===== config.mk =====
export PLATFORM = sky130hd
export DESIGN_NAME = pipe_stage_reg
export DESIGN_NICKNAME = d
export VERILOG_FILES = /design/src/rtl/pipe_stage_reg.sv
export SDC_FILE = /design/constraint.sdc
export NUM_CORES = 1
export LEC_CHECK = 0
export CORE_MARGIN = 1.5
export CORE_UTILIZATION = 45
export CTS_CLUSTER_DIAMETER = 120
export CTS_CLUSTER_SIZE = 40
export DETAILED_ROUTE_END_ITERATION = 8
export DONT_BUFFER_PORTS = 1
export SETUP_SLACK_MARGIN = 0.05
export SLEW_MARGIN = 5
export SYNTH_ARGS = -nofsm -noshare
export SYNTH_HDL_FRONTEND = slang
export SYNTH_SLANG_ARGS = --single-unit

===== constraint.sdc =====
create_clock -name clk -period 1.6 [get_ports clk]
set_clock_uncertainty 0.2 [all_clocks]
set_input_delay 0.32 -clock clk [delete_from_list [all_inputs] [get_ports clk]]
set_output_delay 0.32 -clock clk [all_outputs]
set_load 0.02 [all_outputs]

===== src/rtl/pipe_stage_reg.sv =====
// Pipeline boundary register carrying {pc, inst} over a valid/ready handshake with a 2-entry skid buffer.
// Optional back-pressure counter enabled by defining PIPE_STAGE_PERF_EN.
module pipe_stage_reg #(
    parameter int                 PC_W     = 32,
    parameter int                 INST_W   = 32,
    parameter logic [INST_W-1:0]  NOP_INST = '0,
    parameter int                 CNT_W    = 16
) (
    input  logic              clk,
    input  logic              rst,
    input  logic              flush,
    input  logic              in_valid,
    output logic              in_ready,
    input  logic [PC_W-1:0]   in_pc,
    input  logic [INST_W-1:0] in_inst,
    output logic              out_valid,
    input  logic              out_ready,
    output logic [PC_W-1:0]   out_pc,
    output logic [INST_W-1:0] out_inst,
    output logic [CNT_W-1:0]  stall_cnt
);

    logic              m_valid;
    logic [PC_W-1:0]   m_pc;
    logic [INST_W-1:0] m_inst;
    logic              s_valid;
    logic [PC_W-1:0]   s_pc;
    logic [INST_W-1:0] s_inst;
    logic              in_fire;
    logic              m_free;

    // in_ready is a pure function of the skid flop, so it is registered by construction.
    assign in_ready  = ~s_valid;
    assign in_fire   = in_valid & in_ready;
    assign m_free    = ~m_valid | out_ready;

    assign out_valid = m_valid;
    assign out_pc    = m_pc;
    assign out_inst  = m_inst;

    always_ff @(posedge clk or negedge rst) begin
        if (!rst) begin
            m_valid <= 1'b0;
            m_pc    <= '0;
            m_inst  <= NOP_INST;
            s_valid <= 1'b0;
            s_pc    <= '0;
            s_inst  <= NOP_INST;
        end else if (flush) begin
            m_valid <= 1'b0;
            m_pc    <= '0;
            m_inst  <= NOP_INST;
            s_valid <= 1'b0;
            s_pc    <= '0;
            s_inst  <= NOP_INST;
        end else if (m_free) begin
            if (s_valid) begin
                // Skid drains first; in_ready was low, so no new beat competes.
                m_valid <= 1'b1;
                m_pc    <= s_pc;
                m_inst  <= s_inst;
                s_valid <= 1'b0;
                s_inst  <= NOP_INST;
            end else if (in_fire) begin
                m_valid <= 1'b1;
                m_pc    <= in_pc;
                m_inst  <= in_inst;
            end else begin
                m_valid <= 1'b0;
                m_inst  <= NOP_INST;
            end
        end else if (in_fire) begin
            s_valid <= 1'b1;
            s_pc    <= in_pc;
            s_inst  <= in_inst;
        end
    end

`ifdef PIPE_STAGE_PERF_EN
    logic [CNT_W-1:0] cnt;

    // Saturating stall counter; survives flush, cleared only by reset.
    always_ff @(posedge clk or negedge rst) begin
        if (!rst) begin
            cnt <= '0;
        end else if (m_valid && !out_ready && (cnt != {CNT_W{1'b1}})) begin
            cnt <= cnt + 1'b1;
        end
    end

    assign stall_cnt = cnt;
`else
    assign stall_cnt = '0;
`endif

endmodule

Word-level counts from Yosys, hierarchy flattened
Cells that the tools add are included.

Bits in registers: 130. Input bits: 69. Output and inout bits: 82. Word-level logic and storage cells: 40.

Equality and inequality tests: 2. Muxes and demuxes: 21. Bitwise logic cells: 4. Reduce and logical (&&, ||, !) cells: 7.

Operator list (count): $mux W32 (14); $mux W1 (7); $reduce_and A2 Y1 (3); $reduce_bool A3 Y1 (2); $reduce_bool A2 Y1 (2); $ne A3 B3 Y1 const B (1); $ne A2 B2 Y1 const B (1); $not A1 Y1 (2); $and A1 B1 Y1 (1); $or A1 B1 Y1 (1).

Longest topological paths before layout
Gate-level depths: netlist of the first run.

Depth in word-level cells: 6. Depth in mapped cells: 7.

Worst setup path after synthesis of the first run
No wires, ideal clock.

Path kind: reg2reg. Start: register m_valid, in the netlist out_valid. End: register s_inst[10]. Library setup time: 124 ps. Arrival time: 1418 ps. Data required time: 1276 ps. Setup slack: -142 ps. Cell stages (with the launch flop): 6. Path buffers: 2. Period minus slack after synthesis: 1742 ps. Cells stage by stage: dfrtp_1 -> nor2b_1 -> mux2_2 -> buf_6 -> buf_6 -> mux2i_1.

Cells in the longest elaborated chain, start to end: 4.

Ends and longest elaborated chain: start, declared (RTL line 23) `logic m_valid;`; start signal, assigned (RTL line 43) `m_valid <= 1'b0;`; start signal, assigned (RTL line 50) `m_valid <= 1'b0;`; start signal, assigned (RTL line 59) `m_valid <= 1'b1;`; $not A1 Y1 (*) (RTL line 35) `assign m_free = ~m_valid | out_ready;`; $or A1 B1 Y1 (*) (RTL line 35); $ne A3 B3 Y1 (no line) (tied with other cells); $reduce_and A2 Y1 (no line) / $mux W32 (equally long branches); end signal, assigned (RTL line 75) `s_inst <= in_inst;`; end, declared (RTL line 28) `logic [INST_W-1:0] s_inst;`.

Mark *: on every way between the ends. The rest lies on a longest branch, timed or not. A chain may end at the register's enable or synchronous reset.

Worst setup path after layout of the first run
Start: register s_valid. End: output port in_ready.

Cells in the longest elaborated chain, start to end: 1.

Ends and longest elaborated chain: start, declared (RTL line 26) `logic s_valid;`; start signal, assigned (RTL line 46) `s_valid <= 1'b0;`; start signal, assigned (RTL line 53) `s_valid <= 1'b0;`; start signal, assigned (RTL line 62) `s_valid <= 1'b0;`; $not A1 Y1 (RTL line 33) `assign in_ready = ~s_valid;`; end, declared (RTL line 13) `output logic in_ready,`.

Every way passes these cells.

==> results of run 1 <==
[layout by cell type, fill, tap and decap left out, types with 8 or more instances in the layout]
master | synthesis | layout
conb_1 | 1 | 16
o21ai_1 | 0 | 31
a21oi_4 | 0 | 25
a22o_1 | 32 | 32
a211oi_2 | 0 | 22
mux2i_1 | 64 | 63
nand2b_1 | 34 | 33
a22oi_2 | 0 | 32
nand2_1 | 64 | 64
dlygate4sd3_1 | 0 | 79
buf_6 | 5 | 8
a211oi_1 | 32 | 10
clkbuf_16 | 0 | 22
buf_12 | 0 | 20
clkbuf_8 | 0 | 8
a21oi_2 | 0 | 8
dfrtp_1 | 130 | 128
[power by group]
group          total (W)  switching [W]  internal, W
clock network    0.00381        0.00136      0.00245
logic            0.00106       0.000523     0.000538
registers        0.00368       0.000260      0.00342
[layout make-up]
class                      instances  area (sq um)
sequential                       130          3260
fill                             915          4050
timing repair buffer             125          1630
multi-input combinational        349          2930
tap                              172           215
inverter                           1          8.76
clock buffer                      27           543
clock inverter                     3          42.5
[metrics by stage]
step                      total power, W  hold WS [ns]  utilization, %  TNS (ns)
after floorplan                  0.00415        -0.176               -   -0.0725
after CTS                        0.00841        -0.619            63.8    -12.52
final                            0.00855        -0.597            68.1    -11.89
after global routing             0.00882        -0.622            68.1    -16.58
after global placement           0.00426        -0.172            49.5     -1.93
after detailed placement         0.00427        -0.172            49.5     -3.01
[registers in the layout, indices dropped and copies added (netlist names)]
name / cells
out_inst: 32
out_pc: 32
s_inst: 32
s_pc: 32
out_valid: 1
s_valid: 1
[critical path: stages, from the launching register on]
cell and delay (ns):
dfrtp_4 0.48, buf_6 0.13, buf_12 0.12, clkinv_4 0.04, buf_6 0.10
[layer usage]
metal,vias up,track usage (%),share of wire [%]
li1,2061,-,-
met1,2396,30.7,41
met2,158,41.0,52
met3,22,7.73,5.8
met4,0,8.64,1.6
met5,-,0,0
[logic make-up after synthesis]
| logic type | Yosys count | share of synthesized area (%) |
|---|---|---|
| AND/OR/NAND/NOR | 106 | 8.46 |
| multiplexers | 65 | 11.1 |
| buffers and inverters | 68 | 6.57 |
| other | 1 | 0.0637 |
| flip-flops | 130 | 55.3 |
| AO/OA/AOI/OAI | 162 | 18.5 |
[how the worst max path moves through the flow]
| stage | cells after the start | end | start | slack, ns |
|---|---|---|---|---|
| after detailed placement | 5 | out_pc[14]$_DFFE_PN0P_ | s_valid$_DFFE_PN0P_ | -0.11 |
| after floorplan | 5 | s_inst[10]$_DFFE_PN0P_ | out_valid$_DFFE_PN0P_ | -0.002 |
| after global routing | 4 | in_ready | s_valid$_DFFE_PN0P_ | -0.23 |
| final | 4 | in_ready | s_valid$_DFFE_PN0P_ | -0.20 |
| after global placement | 5 | out_pc[14]$_DFFE_PN0P_ | s_valid$_DFFE_PN0P_ | -0.08 |
| after CTS | 4 | in_ready | s_valid$_DFFE_PN0P_ | -0.21 |
[timing repair]
item / 4_1_cts / 5_1_grt
setup endpoints to repair: 98 / 130
buffers inserted: 5 / 4
gates resized for setup: 73 / 88
gates cloned: 8 / 5
pin swaps: 11 / 90
endpoints found under the hold margin: 260 / 130
==> results.json, run 1 <==
{
  "outcome": "complete, but fails checks",
  "failed_checks": "negative hold slack, negative setup slack",
  "finalNetCount": 693,
  "top_level_ports": 151,
  "layout_min_cycle_time_ns": 1.80,
  "synthesis.area_per_instance_sq_um": 11.1,
  "final-setup-viol-count": 102,
  "worstSetupPathType": "flip-flop to output port",
  "detail_route.vias_per_cell": 5.75,
  "drt_pass1_iterations": 6,
  "detailedPlacementHpwl_um": 8450,
  "max_cap_viol_count": 0,
  "die_height_um": 117,
  "clock_sinks": 130,
  "critPathCaptureType": "output port",
  "synth_largest_area_cell": "dfrtp_1",
  "synth_seq_cells": 130,
  "synthesis.instances": 532,
  "finalWorstSetupSlack_ns": -0.202,
  "fp-row-count": 41,
  "synth-warning-count": 0,
  "top_cells_by_area_in_the_synthesized_netlist": "dfrtp_1, mux2i_1, a22o_1",
  "pin_count_of_the_biggest_net_entering_global_routing": 131,
  "finalCritPeriodShare_pct": 113,
  "drt_drc_violations_left": 0,
  "grt_pass1_vias": 4856,
  "synthMostInstantiatedCell": "dfrtp_1",
  "count_of_flip_flops_with_a_built_in_enable_after_synthesis": 0,
  "cell_area_power_density_nw_per_um2": 991,
  "area_growth_syn_to_layout_pct": 46.6,
  "final_weighted_congestion_in_routability_driven_placement": 0.776,
  "groute.usage.overall_pct": 24.8,
  "cts.htree.levels": 4,
  "clock_buffer_count_from_cts": 17,
  "dpl.cell_count": 679,
  "final_layout_size_suffix_gt1_share_pct": 27.6,
  "critical_path_arrival_ns": 1.28,
  "initial_utilization_pct": 46.4,
  "antenna_found_initial": 0,
  "timing.rr.end": "s_pc[1]$_DFFE_PN0P_",
  "cts_hold_buffers": 80,
  "synth.cell_area_sq_um": 5880,
  "maxSlewViolCount": 0,
  "regToRegStartpoint": "s_valid$_DFFE_PN0P_",
  "synthArstFlopShare_pct": 100,
  "placeable_area_sq_um": 12700,
  "clock_tree_root": "clkbuf_16",
  "antenna_cells": 0,
  "cp_required_ns": 1.08,
  "ant_nets": 0,
  "die_area_sq_um": 13800,
  "tritoncts_clock_tree": "built",
  "globalRouteOverflowTotal": 0,
  "report.final.hold_viol_count": 130,
  "clkLatencyLatePin_ns": 0.42,
  "drt-initial-drc-count": 284,
  "final_cell_count_no_fill": 807,
  "ys_top_cells_by_count": "dfrtp_1, mux2i_1, nand2_1",
  "die_extent_in_x_um": 117,
  "irDropWorstVdd_mv": 0.579,
  "portBuffers": 0,
  "unrepaired_setup_endpoints_after_global_routing": "yes",
  "synth_top_cell_area_share_pct": 55.3,
  "path_clk_slew_ns": 0.06,
  "synth_sequential_area_ratio_pct": 55.3,
  "r2r_slack_ns": -0.19,
  "critical_path.startpoint_type": "flip-flop",
  "dp_area_sq_um": 6270,
  "vias": 4637,
  "synth.lib_cells_used.distinct": 24,
  "finalInstanceArea_sq_um": 8630,
  "pre_cts_ws_ns": -0.114,
  "ff2ff_path_depth": 7,
  "grt_first_pass_wirelength_um": 26500,
  "hold_slack_final_ns": -0.597,
  "fmax_mhz": 555,
  "wl_um": 17300,
  "yosys_most_used_dff": "dfrtp_1",
  "drt-wirelength-per-cell_um": 21.5,
  "p_leak_nw": 3.44,
  "min_path_type": "input port to asynchronous set/reset pin",
  "clock_tree.buffer_depth": 2,
  "crit_path_max_fanout": 2
}
No activity file was read; power rests on OpenSTA's default activity.
==> run 2, diff against run 1 <==
--- a/config.mk
+++ b/config.mk
@@ -11,7 +11,7 @@
 export CTS_CLUSTER_SIZE = 40
 export DETAILED_ROUTE_END_ITERATION = 8
 export DONT_BUFFER_PORTS = 1
-export SETUP_SLACK_MARGIN = 0.05
+export SETUP_SLACK_MARGIN = 0.02
 export SLEW_MARGIN = 5
 export SYNTH_ARGS = -nofsm -noshare
 export SYNTH_HDL_FRONTEND = slang
==> results.json, run 2 (synthesis results as in run 1) <==
{
  "fmax_mhz": 586,
  "net_switching_power_w": 0.00205,
  "ant_nets": 0,
  "worstSetupPathType": "flip-flop to output port",
  "die_extent_in_x_um": 117,
  "antenna_cells": 0,
  "report.final.hold_viol_count": 130,
  "finalInstanceArea_sq_um": 8350,
  "cell_internal_pwr_w": 0.00627,
  "pin_count_of_the_biggest_net_entering_global_routing": 131,
  "dp_area_sq_um": 6080,
  "critical_path_arrival_ns": 1.19,
  "fp-row-count": 41,
  "cts_hold_buffers": 86,
  "share_seq_of_total_power_pct": 44.1,
  "top_level_ports": 151,
  "grt_pass1_vias": 4770,
  "drt-wirelength-per-cell_um": 20.0,
  "cell_area_power_density_nw_per_um2": 996,
  "groute.usage.overall_pct": 22.9,
  "layout_min_cycle_time_ns": 1.71,
  "portBuffers": 0,
  "final-setup-viol-count": 46,
  "cts.htree.levels": 4,
  "grt_first_pass_wirelength_um": 25100,
  "finalCritPeriodShare_pct": 107,
  "crit_path_max_fanout": 4,
  "clock_buffer_count_from_cts": 17,
  "tritoncts_clock_tree": "built",
  "antenna_found_initial": 0,
  "area_growth_syn_to_layout_pct": 41.9,
  "drt-initial-drc-count": 295,
  "final_layout_size_suffix_gt1_share_pct": 23.6,
  "power_frac_clock_pct": 44.3,
  "p_leak_nw": 3.37,
  "die_area_sq_um": 13800,
  "wl_um": 16200,
  "maxSlewViolCount": 0,
  "detail_route.vias_per_cell": 5.71,
  "finalNetCount": 697,
  "initial_utilization_pct": 46.4,
  "placeable_area_sq_um": 12700,
  "layout_common_cells": "dfrtp_1, dlygate4sd3_1, nand2_1",
  "hold_slack_final_ns": -0.593,
  "drt_drc_violations_left": 0,
  "detailedPlacementHpwl_um": 8450,
  "mostFrequentLayoutCell": "dfrtp_1",
  "final_cell_count_no_fill": 811,
  "tns_ns": -2.60,
  "r2r_slack_ns": -0.10,
  "unrepaired_setup_endpoints_after_global_routing": "yes",
  "clock_tree_root": "clkbuf_16",
  "irDropWorstVdd_mv": 0.599,
  "ff2ff_path_depth": 5,
  "globalRouteOverflowTotal": 0,
  "final_weighted_congestion_in_routability_driven_placement": 0.744,
  "failed_checks": "negative hold slack, negative setup slack",
  "power.switching_fraction_pct": 24.7,
  "dpl.cell_count": 676,
  "critical_path.startpoint_type": "flip-flop",
  "clkLatencyLatePin_ns": 0.40,
  "drt_pass1_iterations": 5,
  "outcome": "complete, but fails checks",
  "vias": 4628,
  "path_clk_slew_ns": 0.05,
  "finalWorstSetupSlack_ns": -0.107,
  "die_height_um": 117,
  "cp_required_ns": 1.08,
  "fin_util_pct": 65.9,
  "min_path_type": "input port to asynchronous set/reset pin",
  "clock_sinks": 130,
  "share_comb_of_total_power_pct": 11.6,
  "clock_tree.buffer_depth": 2,
  "max_cap_viol_count": 0,
  "critPathCaptureType": "output port"
}
## run 2: changes by cell type in the layout (fill, tap and decap cells not counted), sizes merged
cell and delta:
buf -4, clkinv +3, clkinvlp -1, dlygate4sd3 +6
## run 2: metal layers
layer / wire [um] / vias to the layer above / track usage (%) / part of all wire, %
met5: 0 / - / 0 / 0
met4: 319 / 0 / 8.02 / 2.0
met3: 950 / 34 / 6.96 / 5.9
met2: 8270 / 164 / 37.8 / 51
met1: 6690 / 2361 / 28.4 / 41
li1: - / 2069 / - / -
## run 2: metrics by stage
stage	total power, W	setup WS (ns)
global placement	0.00420	0.0178
CTS	0.00818	-0.122
global route	0.00864	-0.146
floorplan	0.00411	-0.00242
detailed placement	0.00422	-0.0511
finish	0.00832	-0.107
## run 2: final timing paths
check / startpoint / endpoint
worst max-delay path: s_valid$_DFFE_PN0P_ / in_ready
worst min-delay path: rst / out_inst[7]$_DFFE_PN0P_
worst max register to register: s_valid$_DFFE_PN0P_ / out_pc[6]$_DFFE_PN0P_
worst min register to register: s_pc[9]$_DFFE_PN0P_ / s_pc[9]$_DFFE_PN0P_
max in group asynchronous: rst / s_valid$_DFFE_PN0P_
min in group clk: flush / out_pc[24]$_DFFE_PN0P_
## run 2: power groups by stage
stage	registers [W]	clock network, W	logic [W]
CTS	0.00366	0.00375	0.000777
finish	0.00367	0.00368	0.000966
detailed placement	0.00370	0	0.000517
global placement	0.00370	0	0.000504
floorplan	0.00367	0	0.000440
global route	0.00369	0.00393	0.00103
## run 2: repair_timing
action | in CTS | in global routing
pin swaps | 3 | 36
setup buffers | 3 | 6
resized for setup | 70 | 69
gates cloned | 2 | 9
endpoints found under the hold margin | 260 | 130
setup endpoints to repair | 90 | 129
## run 2: cell type report
type | count | area (sq um)
Sequential cell | 130 | 3260
Clock buffer | 25 | 515
Clock inverter | 5 | 50.0
Timing Repair Buffer | 129 | 1530
Tap cell | 172 | 215
Multi-Input combinational cell | 349 | 2780
Inverter | 1 | 8.76
Fill cell | 974 | 4320
## run 2: worst max-delay path: stages, from the launching register on
cell and delay, ns:
dfrtp_4 0.51, buf_12 0.14, clkinv_4 0.03, buf_6 0.10
